--- src/rtl/damage_scheduler.sv ---
// Hit arbiter and damage pulse shaper for the player health FSM, with invincibility window and death detect.
// Optional sprite blink during invincibility is enabled by defining DAMAGE_BLINK_EN.
module damage_scheduler #(
  parameter int N_SRC       = 4,
  parameter int HOLD_FRAMES = 2,
  parameter int IFRAMES     = 60
) (
  input  logic             Clk,
  input  logic             Reset,
  input  logic             frame_tick,
  input  logic [N_SRC-1:0] hit_req,
  input  logic [1:0]       health_in,
  output logic             collision_flag,
  output logic [N_SRC-1:0] hit_grant,
  output logic             invincible,
  output logic             game_over,
  output logic [7:0]       hit_count,
  output logic             blink
);

  localparam int MAXF = (HOLD_FRAMES > IFRAMES) ? HOLD_FRAMES : IFRAMES;
  localparam int CW   = $clog2(MAXF + 1);
  localparam int PW   = $clog2(N_SRC);

  typedef enum logic [1:0] {IDLE, HIT, IFRAME, DEAD} state_t;

  state_t           state;
  logic [CW-1:0]    frm_cnt;
  logic [CW-1:0]    frm_inc;
  logic [PW-1:0]    rr_ptr;
  logic [PW-1:0]    win_idx;
  logic [PW-1:0]    rr_next;
  logic [N_SRC-1:0] win_oh;
  logic             win_found;
  logic             dead_now;
  logic             hold_done;
  logic             ifr_done;
  int               j;

  // Round-robin search starting at rr_ptr, wrapping past the top source.
  always_comb begin
    win_found = 1'b0;
    win_idx   = '0;
    j         = 0;
    for (int i = 0; i < N_SRC; i++) begin
      j = int'(rr_ptr) + i;
      if (j >= N_SRC) j = j - N_SRC;
      if (!win_found && hit_req[j]) begin
        win_found = 1'b1;
        win_idx   = PW'(j);
      end
    end
    win_oh          = '0;
    win_oh[win_idx] = 1'b1;
    rr_next         = (win_idx == PW'(N_SRC - 1)) ? '0 : win_idx + 1'b1;
  end

  assign frm_inc   = frm_cnt + 1'b1;
  assign dead_now  = (health_in == 2'd0);
  assign hold_done = frame_tick && (frm_inc == CW'(HOLD_FRAMES));
  assign ifr_done  = frame_tick && (frm_inc == CW'(IFRAMES));

  always_ff @(posedge Clk or posedge Reset) begin
    if (Reset) begin
      state          <= IDLE;
      rr_ptr         <= '0;
      frm_cnt        <= '0;
      collision_flag <= 1'b0;
      hit_grant      <= '0;
      invincible     <= 1'b0;
      game_over      <= 1'b0;
      hit_count      <= 8'd0;
    end else begin
      hit_grant <= '0;
      case (state)
        IDLE: begin
          // Health already at zero beats any pending hit.
          if (dead_now) begin
            state     <= DEAD;
            game_over <= 1'b1;
          end else if (win_found) begin
            state          <= HIT;
            hit_grant      <= win_oh;
            collision_flag <= 1'b1;
            invincible     <= 1'b1;
            frm_cnt        <= '0;
            rr_ptr         <= rr_next;
            if (hit_count != 8'hFF) hit_count <= hit_count + 8'd1;
          end
        end
        HIT: begin
          if (hold_done) begin
            state          <= IFRAME;
            collision_flag <= 1'b0;
            frm_cnt        <= '0;
          end else if (frame_tick) begin
            frm_cnt <= frm_inc;
          end
        end
        IFRAME: begin
          if (dead_now) begin
            state      <= DEAD;
            invincible <= 1'b0;
            game_over  <= 1'b1;
          end else if (ifr_done) begin
            state      <= IDLE;
            invincible <= 1'b0;
            frm_cnt    <= '0;
          end else if (frame_tick) begin
            frm_cnt <= frm_inc;
          end
        end
        default: begin
          collision_flag <= 1'b0;
          invincible     <= 1'b0;
          game_over      <= 1'b1;
        end
      endcase
    end
  end

`ifdef DAMAGE_BLINK_EN
  logic [1:0] blk_cnt;
  logic       stay_ifr;

  assign stay_ifr = (state == IFRAME) && !dead_now && !ifr_done;

  // Toggle on every 4th frame tick while invincibility continues.
  always_ff @(posedge Clk or posedge Reset) begin
    if (Reset) begin
      blink   <= 1'b0;
      blk_cnt <= 2'd0;
    end else if (!stay_ifr) begin
      blink   <= 1'b0;
      blk_cnt <= 2'd0;
    end else if (frame_tick) begin
      blk_cnt <= blk_cnt + 2'd1;
      if (blk_cnt == 2'd3) blink <= ~blink;
    end
  end
`else
  assign blink = 1'b0;
`endif

endmodule

--- config.mk ---
export PLATFORM = sky130hd
export DESIGN_NAME = damage_scheduler
export DESIGN_NICKNAME = d
export VERILOG_FILES = /design/src/rtl/damage_scheduler.sv
export SDC_FILE = /design/constraint.sdc
export NUM_CORES = 1
export LEC_CHECK = 0
export ABC_AREA = 1
export CORE_MARGIN = 2
export CORE_UTILIZATION = 40
export CTS_CLUSTER_SIZE = 40
export DETAILED_ROUTE_END_ITERATION = 16
export MAX_ROUTING_LAYER = met4
export PLACE_DENSITY = 0.58
export SYNTH_ARGS = -nofsm -noshare
export SYNTH_HDL_FRONTEND = slang
export SYNTH_SLANG_ARGS = --single-unit
--- constraint.sdc ---
create_clock -name Clk -period 5.6 [get_ports Clk]
set_input_delay 1.12 -clock Clk [delete_from_list [all_inputs] [get_ports Clk]]
set_output_delay 1.12 -clock Clk [all_outputs]
set_load 0.02 [all_outputs]
==> impl_metrics.yaml, run 1 <==
sta:
  hold_ws_ps: 493
  setup_total_negative_slack_ps: 0
  fin_worst_skew_ps: 1.87
  max_freq_ghz: 0.365
  min_period_ps: 2740
  slew-limit-headroom_pct: 33.9
  timing.final.setup_violations: 0
  rsz_0062_raised_after_global_routing: "no"
  final_min_period_over_clock_period_pct: 48.9
  tightest_slew_ps: 990
  final_hold_viol_count: 0
  max_slew_vio_count: 0
synthesis:
  synth_top_area_share_pct: 33.6
  syn_inst: 256
  ys_seq_elements: 25
  yosysWarningCount: 0
  yosys.area.top_type: "dfrtp_1"
  yosysSeqAreaShare_pct: 33.6
  post_synth.cell_area_avg_um2: 7.28
  synth.net_count: 277
  synth_area_um2: 1860
  netlist_top_cells_area: "dfrtp_1, nand2_1, ha_1"
  ys_types: 32
clocking:
  path_clk_slew_ps: 90
  numCtsBuffers: 3
  cts_htree_levels: 1
  cts_resized: 0
  cts_num_sinks: 25
  post_cts_buffers: 0
  clock_path_buffers: 2
  hold_buffers: 0
  tritoncts: "built"
  clk_root_buffer_cell: "clkbuf_8"
  worst_skew_pair.late_latency_ps: 270
drt:
  ant_nets: 0
  route.detailed.wl_per_inst_um: 11.1
  route.detailed.drc: 0
  routed_via_density: 4.78
  num_vias: 1578
  drt-total-wl_um: 3670
  firstDrtPassIters: 4
  drt_first_iter_violations: 58
die:
  row_count: 24
  io_pins: 25
  floorplan_die_area_um2: 5220
  core_area_um2: 4410
  die-width_um: 72.2
  floorplan.initialDensity_pct: 42.2
  die-height_um: 72.2
place:
  numPlacedInstances: 326
  detailed_place_hpwl_um: 2790
  gp_congestion: 0.912
  port-buffer-count: 23
power_and_ir_drop:
  vdd.ir_drop.worst_v: 0.0000867
  p_leak_uw: 0.00105
  power-per-cell-area_nw_per_um2: 160
worst_hold_path:
  worst_hold_path_type: "register to register"
final_layout:
  stdcell_count: 330
  final_util_pct: 49.1
  fraction_of_layout_instances_using_a_drive_strength_above_1_pct: 8.99
  nets: 300
  area_growth_from_synthesis_to_final_layout_pct: 16.4
  antenna_cells: 0
run_status:
  outcome: "finished clean"
critical_path:
  end_kind: "register"
  worst-setup-path-type: "input port to register"
  timing.critical_path.fanout_max: 6
  critical_path.startpoint_type: "input port"
  worstPathArrival_ps: 2900
  setup.reg_to_reg.worst_slack_ps: 3550
  cp_data_required_time_ps: 5760
global_route:
  grt_max_degree: 26
  grt_pass1_vias: 1511
  wire_length_of_the_first_global_routing_pass_um: 6530
  grt_use_total_pct: 15.9
  number_of_antenna_violations_at_the_first_check_in_global_routing: 0
  globalRoute.totalOverflow: 0
flow_run:
  max_capacitance_violation_count: 0
[cell usage after synthesis (all sizes together)]
cell type,number
nand2,91
inv,38
dfrtp,25
nor2,22
o21ai,16
nand3,14
ha,12
nand4,7
xnor2,6
a21oi,4
buf,4
o211ai,3
o21bai,3
xor2,3
a211oi,2
a21boi,1
a22oi,1
clkbuf,1
conb,1
nand3b,1
nor3,1
[path summary, 6_finish.rpt]
path,from,endpoint,depth (start not counted)
min in group asynchronous,Reset,hit_grant[2],2
setup / recovery,hit_req[3],rr_ptr[1],13
setup reg to reg,rr_ptr[0],rr_ptr[1],12
max in group asynchronous,Reset,game_over,2
hold / removal,game_over,game_over,2
hold reg to reg,game_over,game_over,2
[through the flow]
step	total power [µW]	instance area (µm²)	worst slack, ps
finish	347	2170	2860
global route	364	2170	2670
CTS	352	2170	2870
detailed placement	239	2120	2580
global placement	239	2120	2600
floorplan	225	1860	3180
[cell type report]
cell class,instances,area [µm²]
timing repair buffer,23,230
clock buffer,3,41.3
multi-input combinational,188,1060
tap,52,65.1
fill,463,2250
sequential,25,626
inverter,38,143
clock inverter,1,7.51
[cells by family (layout without fill, tap and decap cells)]
logic type,count (synthesis),after routing,share of synthesized area [%]
adder cells (fa/ha/maj),12,12,8.06
buffers and inverters,43,65,9.74
XOR/XNOR,9,9,4.23
AO/OA/AOI/OAI,30,30,10.9
flip-flops,25,25,33.6
other,1,1,0.201
AND/OR/NAND/NOR,136,136,33.2
[cells in the final DEF (no fill, tap or decap), drive strengths merged, types with 3 or more instances in the layout]
cell / n
o21bai: 3
ha: 12
o211ai: 3
a21oi: 4
xor2: 3
clkdlybuf4s50: 23
dfrtp: 25
nand4: 7
o21ai: 16
inv: 38
nor2: 22
xnor2: 6
nand3: 14
nand2: 91
clkbuf: 3
[per-layer routing]
layer	up-vias	part of all wire, %	wire length (µm)	GRT usage [%]
met5	-	0	0	-
met4	0	0.46	17	3.77
met3	2	2.4	88	2.22
met2	13	49	1810	26.5
met1	717	48	1760	20.5
li1	846	-	-	-
[registers in the layout (all words and copies together) (netlist names)]
signal          flops
state               2
rr_ptr              2
frm_cnt             6
invincible          1
hit_count           8
game_over           1
collision_flag      1
hit_grant           4
[critical path: stages]
cell	delay (ps)
clkdlybuf4s50_1	480
inv_1	40
nand2_1	90
nand2_1	60
nand2_1	50
nand2_1	150
nor2_1	130
nor2_1	60
xor2_1	150
nor2_1	190
ha_1	260
nand2_1	60
o21ai_1	50
[power breakdown]
part | switching, µW | internal [µW]
registers | 1.25 | 181
clock network | 62.3 | 50.5
logic | 33.9 | 18.4
total | 97.4 | 250
(Power assumes the default switching activity.)
==> run 2: changes to the inputs <==
--- a/config.mk
+++ b/config.mk
@@ -11,7 +11,7 @@
 export CTS_CLUSTER_SIZE = 40
 export DETAILED_ROUTE_END_ITERATION = 16
 export MAX_ROUTING_LAYER = met4
-export PLACE_DENSITY = 0.58
+export PLACE_DENSITY = 0.61
 export SYNTH_ARGS = -nofsm -noshare
 export SYNTH_HDL_FRONTEND = slang
 export SYNTH_SLANG_ARGS = --single-unit
==> constraint.sdc (replaced) <==
create_clock -name Clk -period 2.2 [get_ports Clk]
set_input_delay 0.44 -clock Clk [delete_from_list [all_inputs] [get_ports Clk]]
set_output_delay 0.44 -clock Clk [all_outputs]
set_load 0.02 [all_outputs]
==> run 2 against run 1 <==
Effect of this change:
- count of clock-buffer cells in the layout did not move
- global-route usage fell by 0.19 points
- sequential share of layout area fell by 1.7 points
- via count rose by 2.3%
- setup slack got worse by 2700 ps
- combinational power rose to 3.1 times the previous value
- core utilization rose by 3.0 points
- total power rose to 2.6 times the previous value
- critical path depth fell by 1
- cell area rose by 6.1%
- clock skew rose by 1.8 ps
==> impl_metrics.yaml, run 2 (same netlist as run 1, synthesis figures left out) <==
final_layout:
  most_common_cell_after_layout_fill_and_taps_aside: "nand2_1"
  nets: 316
  number_of_flip_flops_in_the_largest_register: 8
  final_cell_mix: "nand2_1, inv_1, dfrtp_1"
  fin_area_um2: 2300
  fraction_of_layout_instances_using_a_drive_strength_above_1_pct: 13.9
  reg_top3: "hit_count x8, frm_cnt x6, hit_grant x4"
  largest_register: "hit_count"
  area_growth_from_synthesis_to_final_layout_pct: 23.5
  antenna_cells: 0
power_and_ir_drop:
  p_leak_uw: 0.00114
  vdd.ir_drop.worst_v: 0.000437
  power-per-cell-area_nw_per_um2: 392
die:
  floorplan_die_area_um2: 5220
  core_area_um2: 4410
  die-width_um: 72.2
  die-height_um: 72.2
  floorplan.initialDensity_pct: 42.2
  row_count: 24
  io_pins: 25
critical_path:
  worst-setup-path-type: "input port to register"
  worstPathArrival_ps: 2180
  timing.critical_path.fanout_max: 3
  cp_data_required_time_ps: 2360
  end_kind: "register"
  critical_path.startpoint_type: "input port"
clocking:
  clock_path_buffers: 2
  cts_htree_levels: 1
  numCtsBuffers: 3
  post_cts_buffers: 0
  path_clk_slew_ps: 90
  tritoncts: "built"
  clk_root_buffer_cell: "clkbuf_8"
  worst_skew_pair.late_latency_ps: 270
  cts_num_sinks: 25
global_route:
  number_of_antenna_violations_at_the_first_check_in_global_routing: 0
  grt_use_total_pct: 15.7
  grt_max_degree: 26
  globalRoute.totalOverflow: 0
  wire_length_of_the_first_global_routing_pass_um: 6270
  grt_pass1_vias: 1423
drt:
  drt_first_iter_violations: 55
  num_vias: 1614
  firstDrtPassIters: 4
  routed_via_density: 4.66
  drt-total-wl_um: 3700
  route.detailed.wl_per_inst_um: 10.7
  ant_nets: 0
  route.detailed.drc: 0
run_status:
  outcome: "finished clean"
sta:
  rsz_0062_raised_after_global_routing: "no"
  timing.final.setup_violations: 0
  final_min_period_over_clock_period_pct: 92.0
  max_freq_ghz: 0.494
  hold_ws_ps: 513
  max_slew_vio_count: 0
  min_period_ps: 2020
  final_hold_viol_count: 0
  fin_worst_skew_ps: 3.70
  setup_total_negative_slack_ps: 0
flow_run:
  max_capacitance_violation_count: 0
place:
  gp_congestion: 0.835
  placed_cell_area_um2: 2250
  port-buffer-count: 23
  detailed_place_hpwl_um: 2790
worst_hold_path:
  worst_hold_path_type: "input port to async pin"
-- run 2: critical path: stages --
cell and delay (ps):
clkdlybuf4s50_1 480, nand2_1 70, nand2_1 100, nand2_1 90
nand2_4 90, nor2_1 50, nor2_1 110, xor2_1 230
nor2_1 110, ha_1 300, nand2_1 60, o21ai_1 50
-- run 2: routing by layer --
| layer | part of all wire [%] | GRT usage (%) |
|---|---|---|
| met5 | 0 | - |
| met3 | 2.9 | 3.33 |
| met4 | 0.68 | 3.14 |
| met1 | 47 | 19.0 |
| met2 | 50 | 27.1 |
-- run 2: report_power, final --
group,switching (µW),internal [µW],leakage [µW]
logic,91.9,72.2,0.000785
clock network,146,127,0.0000255
registers,3.61,461,0.000329
-- run 2: area by class of cell --
| class | instances | area (µm²) |
|---|---|---|
| fillers | 437 | 2110 |
| multi-input cells | 188 | 1060 |
| flip-flops and latches | 25 | 626 |
| repair buffers | 39 | 363 |
| inverters | 38 | 145 |
| well taps | 52 | 65.1 |
| clock buffers | 3 | 41.3 |
| clock inverters | 1 | 5.00 |
-- run 2: final timing paths --
kind | start | endpoint | slack (ps) | cells past startpoint
min | Reset | hit_grant[0] | 510 | 3
max in group asynchronous | Reset | frm_cnt[5] | 1430 | 3
max reg2reg | rr_ptr[1] | rr_ptr[1] | 180 | 12
min in group Clk | game_over | game_over | 520 | 2
max | hit_req[0] | rr_ptr[1] | 180 | 12
min reg2reg | game_over | game_over | 520 | 2
-- run 2: metrics by stage --
step	worst slack, ps	std cells	power, µW	util, %
detailed placement	-123	342	638	51.0
global route	4.35	346	964	52.1
global placement	-148	342	638	51.0
floorplan	373	256	574	-
CTS	162	346	925	52.1
finish	177	346	901	52.1
-- run 2: timing repair --
action | in CTS | in global routing
resized for setup | 0 | 1
setup endpoints to repair | 0 | 1
hold buffers | 0 | 0
